===== src/rtl/sinus_nco.sv =====
// Phase-accumulator sine NCO: accumulator -> sampled index/amplitude -> sine ROM read -> scale.
// Three register stages after the accumulator, with the enable carried alongside as out_valid.
module sinus_nco #(
  parameter int ACC_BITS   = 24,
  parameter int PHASE_BITS = 5,
  parameter int AMP_BITS   = 6,
  parameter int OUT_BITS   = 8
) (
  input  logic                       clk,
  input  logic                       reset,
  input  logic                       en,
  input  logic                       sync,
  input  logic [ACC_BITS-1:0]        increment,
  input  logic [PHASE_BITS-1:0]      phase_offset,
  input  logic signed [AMP_BITS-1:0] amplitude,
  output logic signed [OUT_BITS-1:0] out,
  output logic                       out_valid,
  output logic [PHASE_BITS-1:0]      phase_out
);

  localparam int DEPTH = 2 ** PHASE_BITS;
  localparam int K     = 2 ** (OUT_BITS - 1) - 1;
  localparam int PW    = OUT_BITS + AMP_BITS;
  localparam logic [PHASE_BITS-1:0] HALF_TURN = PHASE_BITS'(DEPTH / 2);
  localparam logic [AMP_BITS-1:0]   AMP_MIN   = {1'b1, {(AMP_BITS-1){1'b0}}};
  localparam logic [AMP_BITS-1:0]   AMP_MAX   = {1'b0, {(AMP_BITS-1){1'b1}}};

  // Elaboration-time sine: Taylor series on the angle folded into [-pi, pi],
  // then rounded half away from zero.
  function automatic logic signed [OUT_BITS-1:0] sine_entry(input int idx);
    real pi_val;
    real x;
    real term;
    real sum;
    real v;
    int  r;
    pi_val = 3.14159265358979323846;
    x = 2.0 * pi_val * $itor(idx) / $itor(DEPTH);
    if (x > pi_val) x = x - 2.0 * pi_val;
    term = x;
    sum  = x;
    for (int k = 1; k < 14; k++) begin
      term = -term * x * x / ($itor(2 * k) * $itor(2 * k + 1));
      sum  = sum + term;
    end
    v = $itor(K) * sum;
    if (v >= 0.0) r = $rtoi(v + 0.5);
    else          r = -$rtoi(0.5 - v);
    return OUT_BITS'(r);
  endfunction

  logic signed [OUT_BITS-1:0] lut [DEPTH];

  genvar gi;
  generate
    for (gi = 0; gi < DEPTH; gi++) begin : g_lut
      localparam logic signed [OUT_BITS-1:0] ENTRY = sine_entry(gi);
      assign lut[gi] = ENTRY;
    end
  endgenerate

  logic [ACC_BITS-1:0]        acc_reg;
  logic [PHASE_BITS-1:0]      s1_base_reg;
  logic [PHASE_BITS-1:0]      s1_offset_reg;
  logic signed [AMP_BITS-1:0] s1_amp_reg;
  logic                       s1_valid_reg;
  logic signed [OUT_BITS-1:0] s2_sample_reg;
  logic [AMP_BITS-1:0]        s2_mag_reg;
  logic                       s2_valid_reg;
  logic [PHASE_BITS-1:0]      p_next;
  logic [AMP_BITS-1:0]        mag_next;
  logic signed [PW-1:0]       sample_ext;
  logic signed [PW-1:0]       mag_ext;

  assign phase_out = acc_reg[ACC_BITS-1 -: PHASE_BITS];

  always_ff @(posedge clk) begin
    if (reset)     acc_reg <= '0;
    else if (sync) acc_reg <= '0;
    else if (en)   acc_reg <= acc_reg + increment;
  end

  // A negative amplitude is a half-turn shift of the index with a positive magnitude;
  // the most negative code has no positive twin, so it saturates.
  always_comb begin
    p_next   = s1_base_reg + s1_offset_reg;
    mag_next = s1_amp_reg;
    if (s1_amp_reg[AMP_BITS-1]) begin
      p_next   = p_next + HALF_TURN;
      mag_next = (s1_amp_reg == AMP_MIN) ? AMP_MAX : AMP_BITS'(-s1_amp_reg);
    end
  end

  always_comb begin
    sample_ext = {{AMP_BITS{s2_sample_reg[OUT_BITS-1]}}, s2_sample_reg};
    mag_ext    = {{OUT_BITS{1'b0}}, s2_mag_reg};
  end

  always_ff @(posedge clk) begin
    if (reset) begin
      s1_base_reg   <= '0;
      s1_offset_reg <= '0;
      s1_amp_reg    <= '0;
      s1_valid_reg  <= 1'b0;
      s2_sample_reg <= '0;
      s2_mag_reg    <= '0;
      s2_valid_reg  <= 1'b0;
      out           <= '0;
      out_valid     <= 1'b0;
    end else begin
      s1_base_reg   <= acc_reg[ACC_BITS-1 -: PHASE_BITS];
      s1_offset_reg <= phase_offset;
      s1_amp_reg    <= amplitude;
      s1_valid_reg  <= en;
      s2_sample_reg <= lut[p_next];
      s2_mag_reg    <= mag_next;
      s2_valid_reg  <= s1_valid_reg;
      out           <= OUT_BITS'((sample_ext * mag_ext) >>> (AMP_BITS - 1));
      out_valid     <= s2_valid_reg;
    end
  end

endmodule


===== config.mk =====
export PLATFORM = sky130hd
export DESIGN_NAME = sinus_nco
export DESIGN_NICKNAME = d
export VERILOG_FILES = /design/src/rtl/sinus_nco.sv
export SDC_FILE = /design/constraint.sdc
export NUM_CORES = 1
export LEC_CHECK = 0
export CORE_MARGIN = 4
export CORE_UTILIZATION = 43
export DETAILED_ROUTE_END_ITERATION = 6
export SYNTH_ARGS = -nofsm -noshare
export SYNTH_HDL_FRONTEND = slang
export SYNTH_SLANG_ARGS = --single-unit

===== constraint.sdc =====
create_clock -name clk -period 9.35 [get_ports clk]
set_input_delay 1.4025 -clock clk [delete_from_list [all_inputs] [get_ports clk]]
set_output_delay 1.4025 -clock clk [all_outputs]
set_load 0.01 [all_outputs]

==> results.txt <==
* Cell with the largest stage delay on the worst path: fa_1
- The min-delay analysis places its worst path in the category reg2reg.
- The most used flip-flop cell after synthesis is dfxtp_1.
* Routed vias: 4378
- The die covers 0.0143 mm^2.
- Quantity of gates resized following cts: 0
- Number of placed I/O pins: 53
- Clock root buffer: clkbuf_16
- Height of the die: 120 um
- In the synthesized netlist, the number of instances is 614.
- Critical Path Source Type: flip-flop
* Data required, critical path: 9560 ps
* GRT overflow: 0
- CTS tree: yes
- After detailed routing, the average wire length per cell comes to 14.7 um.
- For the worst setup path, the data arrival time is 4380 ps.
- After clock tree synthesis, the flow added hold-fix buffers numbering 0.
- The number of hold violations in the final report is 0.
* Final estimated routing congestion in global placement: 0.867
- Antenna Cells: 0
* Wire length of the first global-routing pass: 21100 um
* Worst path bufs/invs: 4
- The clock passes through at most 2 buffers.
- Power density over the cells: 133 mW/mm^2
- Dominant delay contributor by cell family on the critical path: adder cells
- Utilization of the core after routing: 51.2%
- Port buffering added 52 buffers.
- After clock tree synthesis, the clock-pin slew on the worst setup and hold paths is 50 ps.
- Vias in the first global route: 4578
* Number of placement rows: 40
- Buffers inserted during clock tree synthesis total 9.
- Area overhead of the layout relative to synthesis: 15.8%
- The number of antenna violations at the first check in global routing was 0.
- Sequential element share of the synthesized area: 24.3%
- In this run the standard cell core region covers 0.0121 mm^2.
- Residual DRC: 0
- Slew HR: 37.7%
- Count of cell types in the netlist: 59
- For flop-to-flop paths, the worst setup slack is 5180 ps.
* Number of max-slew violations in the final report: 0
* Post-synthesis register bit count: 65
- The signal on the critical path passes through and2_1 > fa_1 > inv_1 > fa_1 > inv_1 > fa_1 > inv_1 > fa_1 > inv_1 > ha_1 > o21a_1 > nor2_1 > a211oi_1 > a31oi_1 > xnor2_1 > nor2_1.
- Sum Neg Setup Slack: 0 ps
* All-layer global routing usage: 17.9%
- VDD IR max: 0.0000857 V
* Starting Density: 44.2%
- Total routed wirelength: 12100 um
- Count of final setup violators: 0
* Number of H-tree levels: 3
- In the final design database the tool counted 781 nets.
* Slowest Stage Delay on Critical Path: 530 ps
- The die is 120 um wide.
* Post-CTS setup buffer count: 0
* Clock latency reported for the late side of the worst-skew pair: 330 ps
- EDFF count, synth: 0
* Violation count after the first detailed-route iteration: 157
- Top cells by count, synth: dfxtp_1, ha_1, inv_1
- Yosys attributes the largest share of cell area to dfxtp_1, ha_1, fa_1.
- The cell area that synthesis handed to floorplanning was 0.00536 mm^2.
- Number of max-capacitance violations reported: 0
- Capturing element type of the critical path: flip-flop
- Post-route clock period utilization: 44.6%
* Run status: finished, final reports clean
* Clock Skews: 7.18 ps
- First-pass DRT Iterations: 4
- Average size of a mapped cell: 8.73 um^2
* Number of nets still failing antenna checks after routing: 0
* Share of synthesized registers carrying an async set or reset: 0%
- Proportion of netlist area held by the largest area contributor: 24.3%
* Critical path class: reg2reg
* Flip-flop count of the largest register after layout: 24
* Sinks on Clock Net: 65
- Setup repair after global routing left no endpoint under its margin.
- In this run the static leakage power is 0.00286 uW.
- Fraction of final layout cells sized beyond drive strength 1: 4.42%
* Largest net degree at the start of global routing: 43
- Nets in the synthesized netlist: 741
- For the finished layout, the period the worst path requires is 4170 ps.
* Top achievable clock speed: 0.240 GHz
- Post-DP HPWL: 9420 um
- At the pin with the least slew margin, the transition time is 932 ps.
- Along the worst path, the maximum fanout reaches 8.
- Via density per instance: 5.31
* Warning count from the yosys run: 0
- Summed over all instances, the cell type with the most area after synthesis is dfxtp_1.
- Cell with the most instances after synthesis: dfxtp_1
==> per-layer routing <==
metal	GRT usage (%)	wire, um	vias up
met4	4.65	210	0
met3	4.38	382	21
li1	-	-	2185
met5	0	0	-
met2	33.6	6430	67
met1	20.2	5070	2105
==> cells by family after synthesis <==
| family | Yosys count | synth area share [%] |
|---|---|---|
| fa+ha+maj | 88 | 24.9 |
| simple gates | 201 | 19.4 |
| buf+inv | 76 | 6.40 |
| compound gates | 133 | 16.4 |
| xor+xnor | 39 | 6.38 |
| mux | 12 | 2.24 |
| flops | 65 | 24.3 |
==> layout make-up <==
type                       count  area (um^2)
clock inverter                 1         5.00
clock buffer                  12          246
inverter                      51          191
fill                        1162         5910
sequential                    65         1300
multi-input combinational    473         3710
timing repair buffer          54          536
tap                          168          210
==> metrics by stage <==
step	instances	total power, uW	hold slack (ps)	area [um^2]	worst slack, ps
final	824	824	440	6200	5180
after detailed placement	811	532	434	5950	5150
after floorplan	614	470	414	5360	5390
after global placement	811	528	424	5950	5240
after global routing	824	879	478	6200	4860
after CTS	824	836	447	6200	5140
==> final timing paths <==
path,cells past startpoint,endpoint,startpoint
worst max-delay path,16,out[7],s2_mag_reg[3]
worst min register to register,1,s2_valid_reg,s1_valid_reg
worst min-delay path,1,s2_valid_reg,s1_valid_reg
worst max register to register,16,out[7],s2_mag_reg[3]
==> worst reg2reg max path, stage by stage, from the launching register on <==
cell and delay (ps):
dfxtp_1 360, and2_1 180, fa_1 530, inv_1 50, fa_1 470, inv_1 50
fa_1 530, inv_1 50, fa_1 530, inv_1 40, ha_1 320, o21a_1 140
nor2_1 40, a211oi_1 360, a31oi_1 170, xnor2_1 180, nor2_1 50
==> report_power, final <==
group          switching [uW]  internal (uW)
Clock                     117            182
Combinational             114           97.6
Sequential               17.1            297
Total                     248            577
==> layout by cell type, fill, tap and decap left out, types with 3 or more instances in the layout <==
cell and count:
dfxtp_1 65, ha_1 57, clkdlybuf4s50_1 52, inv_1 51, nor2_1 41, and2_1 40
nand2_1 40, a21oi_1 34, fa_1 31, o21ai_0 27, xnor2_1 26, nor2b_1 21
a21o_1 18, nor3_1 16, nand3_1 15, xor2_1 13, mux2i_1 12, a211oi_1 9
clkbuf_16 9, o21a_1 6, or3_1 4, nand4_1 4, a31oi_1 4, a21o_2 4
o22ai_1 3, o2111ai_1 3, o211ai_1 3, and3_1 3, o21bai_1 3, nor4_1 3
Power figures use the tool's default switching activity.
